### config.mk
export PLATFORM = sky130hd
export DESIGN_NAME = odd_detector_stream_flat
export DESIGN_NICKNAME = d
export VERILOG_FILES = /design/src/rtl/odd_detector_pkg.sv /design/src/rtl/odd_detector_stream_if.sv /design/src/rtl/odd_sample_ram.sv /design/src/rtl/odd_detector_stream.sv /design/src/flat_wrapper.sv
export SDC_FILE = /design/constraint.sdc
export NUM_CORES = 2
export LEC_CHECK = 0
export ABC_AREA = 0
export CELL_PAD_IN_SITES_DETAIL_PLACEMENT = 0
export CELL_PAD_IN_SITES_GLOBAL_PLACEMENT = 1
export CORE_ASPECT_RATIO = 0.7
export CORE_MARGIN = 4
export CORE_UTILIZATION = 42
export DETAILED_ROUTE_END_ITERATION = 16
export GPL_TIMING_DRIVEN = 0
export PLACE_DENSITY_LB_ADDON = 0.05
export SLEW_MARGIN = 5
export SYNTH_ARGS = -nofsm -noshare
export SYNTH_HDL_FRONTEND = slang
export SYNTH_SLANG_ARGS = --single-unit
### constraint.sdc
create_clock -name i_clk -period 9.91 [get_ports i_clk]
set_input_delay 1.982 -clock i_clk [delete_from_list [all_inputs] [get_ports i_clk]]
set_output_delay 1.982 -clock i_clk [all_outputs]
set_load 0.05 [all_outputs]
### src/rtl/odd_detector_pkg.sv
// rtl/odd_detector_pkg.sv - shared state encoding and default sizes for the odd detector
package odd_detector_pkg;

  localparam int DEF_DATA_W = 8;
  localparam int DEF_MAX_N  = 256;

  typedef enum logic [1:0] {
    ST_IDLE   = 2'd0,
    ST_INGEST = 2'd1,
    ST_VERIFY = 2'd2,
    ST_OUTPUT = 2'd3
  } state_t;

endpackage

### src/rtl/odd_detector_stream_if.sv
// rtl/odd_detector_stream_if.sv - input word stream and result handshake of the odd detector
interface odd_detector_stream_if
  import odd_detector_pkg::*;
#(
  parameter int DATA_W = DEF_DATA_W,
  parameter int CNT_W  = $clog2(DEF_MAX_N + 1)
);

  logic [DATA_W-1:0] in_data;
  logic              in_valid;
  logic              in_ready;
  logic [DATA_W-1:0] out_value;
  logic [CNT_W-1:0]  out_count;
  logic              out_odd;
  logic              out_error;
  logic              out_valid;
  logic              out_ready;

  modport master (
    output in_data, in_valid, out_ready,
    input  in_ready, out_value, out_count, out_odd, out_error, out_valid
  );

  modport slave (
    input  in_data, in_valid, out_ready,
    output in_ready, out_value, out_count, out_odd, out_error, out_valid
  );

endinterface

### src/rtl/odd_sample_ram.sv
// rtl/odd_sample_ram.sv - frame buffer: one synchronous write port, one asynchronous read port
module odd_sample_ram #(
  parameter int DATA_W = 8,
  parameter int DEPTH  = 256,
  parameter int ADDR_W = 8
) (
  input  logic              i_clk,
  input  logic              i_wr_en,
  input  logic [ADDR_W-1:0] i_wr_addr,
  input  logic [DATA_W-1:0] i_wr_data,
  input  logic [ADDR_W-1:0] i_rd_addr,
  output logic [DATA_W-1:0] o_rd_data
);

  logic [DATA_W-1:0] r_mem [DEPTH];

  always_ff @(posedge i_clk) begin
    if (i_wr_en) r_mem[i_wr_addr] <= i_wr_data;
  end

  assign o_rd_data = r_mem[i_rd_addr];

endmodule

### src/rtl/odd_detector_stream.sv
// rtl/odd_detector_stream.sv - buffers a frame, XOR-reduces it, then re-scans to count the candidate
module odd_detector_stream
  import odd_detector_pkg::*;
#(
  parameter int DATA_W = DEF_DATA_W,
  parameter int MAX_N  = DEF_MAX_N,
  parameter int CNT_W  = $clog2(MAX_N + 1)
) (
  input  logic             i_clk,
  input  logic             i_reset,
  input  logic             i_clear,
  input  logic             i_start,
  input  logic [CNT_W-1:0] i_n,
  output logic             o_busy,
  odd_detector_stream_if.slave bus
);

  localparam int ADDR_W = (MAX_N > 1) ? $clog2(MAX_N) : 1;
  localparam logic [CNT_W-1:0] MAX_N_C = CNT_W'(MAX_N);

  state_t            r_state;
  logic [CNT_W-1:0]  r_n;
  logic [DATA_W-1:0] r_acc;
  logic [CNT_W-1:0]  r_idx;
  logic [CNT_W-1:0]  r_cnt;
  logic              r_err;

  logic [DATA_W-1:0] w_rd_data;
  logic              w_wr_en;
  logic              w_n_ok;
  logic              w_idx_last;
  logic              w_hit;

  assign w_wr_en    = (r_state == ST_INGEST) && bus.in_valid;
  assign w_n_ok     = (i_n != '0) && (i_n <= MAX_N_C);
  assign w_idx_last = (r_idx == r_n - CNT_W'(1));
  assign w_hit      = (w_rd_data == r_acc);

  odd_sample_ram #(
    .DATA_W (DATA_W),
    .DEPTH  (MAX_N),
    .ADDR_W (ADDR_W)
  ) u_ram (
    .i_clk     (i_clk),
    .i_wr_en   (w_wr_en),
    .i_wr_addr (r_idx[ADDR_W-1:0]),
    .i_wr_data (bus.in_data),
    .i_rd_addr (r_idx[ADDR_W-1:0]),
    .o_rd_data (w_rd_data)
  );

  always_ff @(posedge i_clk or negedge i_reset) begin
    if (!i_reset) begin
      r_state <= ST_IDLE;
      r_n     <= '0;
      r_acc   <= '0;
      r_idx   <= '0;
      r_cnt   <= '0;
      r_err   <= 1'b0;
    end else if (i_clear) begin
      r_state <= ST_IDLE;
      r_acc   <= '0;
      r_idx   <= '0;
      r_cnt   <= '0;
      r_err   <= 1'b0;
    end else begin
      case (r_state)
        ST_IDLE: begin
          if (i_start) begin
            r_acc <= '0;
            r_idx <= '0;
            r_cnt <= '0;
            if (w_n_ok) begin
              r_n     <= i_n;
              r_err   <= 1'b0;
              r_state <= ST_INGEST;
            end else begin
              r_err   <= 1'b1;
              r_state <= ST_OUTPUT;
            end
          end
        end
        ST_INGEST: begin
          if (bus.in_valid) begin
            r_acc <= r_acc ^ bus.in_data;
            if (w_idx_last) begin
              r_idx   <= '0;
              r_cnt   <= '0;
              r_state <= ST_VERIFY;
            end else begin
              r_idx <= r_idx + CNT_W'(1);
            end
          end
        end
        ST_VERIFY: begin
          // acc is final here, so each buffered word is compared against the candidate
          r_cnt <= r_cnt + CNT_W'(w_hit);
          r_idx <= r_idx + CNT_W'(1);
          if (w_idx_last) r_state <= ST_OUTPUT;
        end
        ST_OUTPUT: begin
          if (bus.out_ready) begin
            r_err   <= 1'b0;
            r_state <= ST_IDLE;
          end
        end
        default: r_state <= ST_IDLE;
      endcase
    end
  end

  assign o_busy        = (r_state != ST_IDLE);
  assign bus.in_ready  = (r_state == ST_INGEST);
  assign bus.out_valid = (r_state == ST_OUTPUT);
  assign bus.out_value = r_acc;
  assign bus.out_count = r_cnt;
  assign bus.out_odd   = r_cnt[0];
  assign bus.out_error = r_err;

endmodule
### src/flat_wrapper.sv
// flat-port wrapper written by rule: the top's interface ports become plain ports
module odd_detector_stream_flat import odd_detector_pkg::*;
#(
  parameter int DATA_W = DEF_DATA_W,
  parameter int MAX_N  = DEF_MAX_N,
  parameter int CNT_W  = $clog2(MAX_N + 1)
)
  (i_clk, i_reset, i_clear, i_start, i_n, o_busy, bus_in_data, bus_in_valid, bus_out_ready, bus_in_ready, bus_out_value, bus_out_count, bus_out_odd, bus_out_error, bus_out_valid);
  odd_detector_stream_if #(.DATA_W(DATA_W), .CNT_W(CNT_W)) bus_i ();
  input  logic i_clk;
  input  logic i_reset;
  input  logic i_clear;
  input  logic i_start;
  input  logic [CNT_W-1:0] i_n;
  output logic o_busy;
  input wire logic [$bits(bus_i.in_data)-1:0] bus_in_data;
  input wire logic [$bits(bus_i.in_valid)-1:0] bus_in_valid;
  input wire logic [$bits(bus_i.out_ready)-1:0] bus_out_ready;
  output wire logic [$bits(bus_i.in_ready)-1:0] bus_in_ready;
  output wire logic [$bits(bus_i.out_value)-1:0] bus_out_value;
  output wire logic [$bits(bus_i.out_count)-1:0] bus_out_count;
  output wire logic [$bits(bus_i.out_odd)-1:0] bus_out_odd;
  output wire logic [$bits(bus_i.out_error)-1:0] bus_out_error;
  output wire logic [$bits(bus_i.out_valid)-1:0] bus_out_valid;
  assign bus_i.in_data = bus_in_data;
  assign bus_i.in_valid = bus_in_valid;
  assign bus_i.out_ready = bus_out_ready;
  assign bus_in_ready = bus_i.in_ready;
  assign bus_out_value = bus_i.out_value;
  assign bus_out_count = bus_i.out_count;
  assign bus_out_odd = bus_i.out_odd;
  assign bus_out_error = bus_i.out_error;
  assign bus_out_valid = bus_i.out_valid;
  odd_detector_stream #(.DATA_W(DATA_W), .MAX_N(MAX_N), .CNT_W(CNT_W)) u_core (.i_clk(i_clk), .i_reset(i_reset), .i_clear(i_clear), .i_start(i_start), .i_n(i_n), .o_busy(o_busy), .bus(bus_i));
endmodule
==> flow_summary_export.csv <==
group,metric,value,unit
outcome,status,"complete, but fails checks",
outcome,failed_checks,"max-capacitance violations, max-slew violations",
yosys,syn_avg_cell_area,19.2,um^2
global_routing,grt_pass1_vias,44000,
cts,hold_buffers,0,
cts,post_cts_buffers,0,
timing,period_minus_slack,8.96,ns
cells_and_area,fill_cells,16400,
cells_and_area,drive_gt1_share,18.2,%
drt,routed_wl,362000,um
drt,drc,0,
power,sequentialPowerShare,48.4,%
timing,rsz0062_at_grt,"false",
power,p_leak,28.2,nW
yosys,synthArstFlopShare,1.82,%
power,p_switching,5.42,mW
place,placed_area,86700,um^2
die,die_x,536,um
drt,first_iter_violations,9301,
setup_path,crit_fanout,10,
timing,hold_viol,0,
worst_hold_path,hold_class,"flop to flop",
die,start_util,42.3,%
drt,post_drt_wl_per_cell,49.2,um
power,switching_share,26.9,%
timing,max_slew_margin,-0.791,%
drt,dr.pass1.iters,6,
yosys,synth_area_leaders,"edfxtp_1 75%, mux4_2 9.0%, mux2i_1 5.2%",
setup_path,cp-end-kind,"flop",
yosys,synth-edff-count,2048,
yosys,ys_warn_count,0,
place,hpwl,241000,um
cts,clk_path_buf_depth,4,
global_routing,grt_antenna_before_repair,36,
cts,clockRootBuffer,"clkbuf_16",
drt,via_per_inst,6.65,
global_routing,overflow,0,
timing,setup_viol,0,
setup_path,cp.required,10.68,ns
timing,period_share,90.4,%
yosys,ys.flop_type,"edfxtp_1",
yosys,syn-num-nets,4316,
yosys,synth_area_leader_cell,"edfxtp_1",
die,rows,135,
timing,worst_slew_pin_slew,1.51,ns
global_routing,grt_pass1_wl,461000,um
cts,cts_sinks,2086,
cts,tritoncts,"done",
cells_and_area,syn_to_final_growth,13.4,%
job,cap_violations,2,
cells_and_area,layout.nets,4606,
cells_and_area,final_cell_area,93100,um^2
yosys,ys_types,74,
yosys,synth-seq-cells,2086,
power,peakVddDrop,0.154,mV
global_routing,grt_max_degree,130,
die,dieArea,203000,um^2
timing,fmax,112,MHz
setup_path,cp.arrival,9.73,ns
setup_path,crit_type,"flop to flop",
setup_path,rrSetupSlack,0.95,ns
cts,htree_levels,4,
timing,maxSlewViolCount,21,
yosys,ys_seq_area_share,76.1,%
drt,final_antenna_net_count,0,
yosys,synthCells,4282,
die,die-height,378,um
place,dp_cells,6965,
power,p_int,14.7,mW
place,place_congestion,0.977,
setup_path,worst_setup_path_start_kind,"flop",
die,top_level_ports,45,
yosys,synth_top_area_share,74.9,%
drt,dr_total_vias,48800,
cts,ctsResizeCount,0,
yosys,synth_area,82100,um^2
die,core_area,194000,um^2
power,share_comb_of_total_power,13.3,%
power,clkPwrFrac,38.3,%
place,port_buffers,44,
cells_and_area,post-route-util,48.0,%
timing,finalClockSkew,0.0412,ns
cts,worstSkewPairLatency,0.88,ns
global_routing,global_route.usage.total,35.4,%
cts,cts_buffers,208,
power,power.density,216,nW/um^2
cells_and_area,instances_no_fill,7345,
cts,clkTransAtPathRegs,0.06,ns
timing,holdWs,0.531,ns
cells by family (layout without fill, tap and decap cells):
kind of cell | count (synthesis) | in the layout | synth area share, %
mux | 769 | 769 | 14.4
flops | 2086 | 2086 | 76.1
compound gates | 439 | 439 | 3.77
other cells | 0 | 5 | 0
fa+ha+maj | 11 | 11 | 0.168
simple gates | 683 | 683 | 3.79
buf+inv | 272 | 727 | 1.58
xor+xnor | 22 | 22 | 0.235
cell type report:
cell class              count  area (um^2)  share of cell area, %
flip-flops and latches   2086        62400                   67.1
multi-input cells        1924        18400                   19.8
clock buffers             261         5550                   5.97
well taps                2603         3260                   3.50
plain buffers             258         1280                   1.38
repair buffers             80         1260                   1.35
clock inverters           114          797                  0.856
inverters                  14         52.6                 0.0565
diodes                      5         12.5                 0.0134
layer usage:
layer,wire (um),share of wire [%],track usage (%),vias to the layer above
met3,53200,15,14.3,530
met1,151000,42,52.8,26500
met2,143000,40,46.5,3638
met5,42,0.012,0,-
met4,14600,4.0,12.0,6
li1,-,-,-,18100
power by group through the flow:
stage | Combinational, mW | Clock [mW] | Sequential [mW]
CTS | 2.59 | 7.71 | 9.76
global route | 2.68 | 8.09 | 9.76
global placement | 2.55 | 0 | 10.1
floorplan | 1.19 | 0 | 9.96
detailed placement | 2.59 | 0 | 9.95
finish | 2.67 | 7.71 | 9.76
state kept, by name, indices dropped and copies added, names as in the netlist:
register	cells
u_core.r_n	9
u_core.u_ram.r_mem	2048
u_core.r_idx	9
u_core.r_state	2
u_core.bus.out_count	9
u_core.bus.out_value	8
u_core.bus.out_error	1
critical path, stage by stage (launching register included):
cell and delay [ns]:
dfrtp_1 0.39, buf_2 0.18, buf_4 0.29, buf_2 0.62
buf_2 0.91, buf_2 0.95, buf_2 0.90, mux4_2 0.43
mux2i_1 0.59, o22ai_1 0.16, nor3_1 0.94, a22oi_1 0.26
xor2_1 0.23, a2111oi_2 0.54, ha_1 0.30, ha_1 0.21
nand4_1 0.24, or3_1 0.42, a21oi_1 0.15
through the flow:
step | total power, mW | TNS (ns) | setup WS (ns)
detailed placement | 12.5 | 0 | 1.22
global route | 20.5 | 0 | 1.17
CTS | 20.1 | 0 | 1.20
finish | 20.1 | 0 | 0.948
floorplan | 11.1 | 0 | 5.70
global placement | 12.6 | -2846.85 | -1.62
synthesized netlist by cell type, types with 13 or more instances:
library cell and count:
inv_1 13, o22ai_1 76, mux4_2 327, clkbuf_1 91
a221oi_1 27, buf_2 110, nor4_1 17, o21ai_0 49
nand4_1 33, edfxtp_1 2048, mux2_2 16, a22oi_1 151
buf_1 24, nand3_1 83, xor2_1 13, buf_4 24
mux2i_1 426, a21oi_1 32, a211oi_1 15, o211ai_1 14
a22o_1 15, nor2_1 311, dfrtp_1 38, nor2b_1 24
nor3_1 14, nand2_1 134, a31oi_1 17
cells in the final DEF (no fill, tap or decap), types with 14 or more instances in the layout:
master	synthesis	final
o22ai_1	76	76
buf_1	24	14
nand4_1	33	33
clkdlybuf4s50_1	0	35
edfxtp_1	2048	2048
clkbuf_16	0	215
clkinv_2	0	37
buf_4	24	29
nand2_1	134	134
a31oi_1	17	17
mux2_2	16	16
nand3_1	83	83
a211oi_1	15	15
mux4_2	327	327
dfrtp_1	38	38
o211ai_1	14	14
clkbuf_2	3	26
nor2b_1	24	24
a21oi_1	32	32
clkbuf_1	91	115
a221oi_1	27	27
mux2i_1	426	426
buf_2	110	120
buf_8	0	14
clkinv_1	0	58
a22o_1	15	15
o21ai_0	49	49
buf_16	0	21
a22oi_1	151	151
nor2_1	311	299
path summary, 6_finish.rpt:
| path | startpoint | endpoint | cells past startpoint |
|---|---|---|---|
| max | u_core.r_idx[1] | u_core.bus.out_count[8] | 18 |
| min | u_core.bus.out_count[0] | u_core.bus.out_count[0] | 2 |
| max reg2reg | u_core.r_idx[1] | u_core.bus.out_count[8] | 18 |
| min reg2reg | u_core.bus.out_count[0] | u_core.bus.out_count[0] | 2 |
| max in group asynchronous | i_reset | u_core.r_idx[7] | 2 |
| min in group asynchronous | i_reset | u_core.bus.out_count[3] | 1 |
Note: power is estimated with default switching activity, not from simulation.
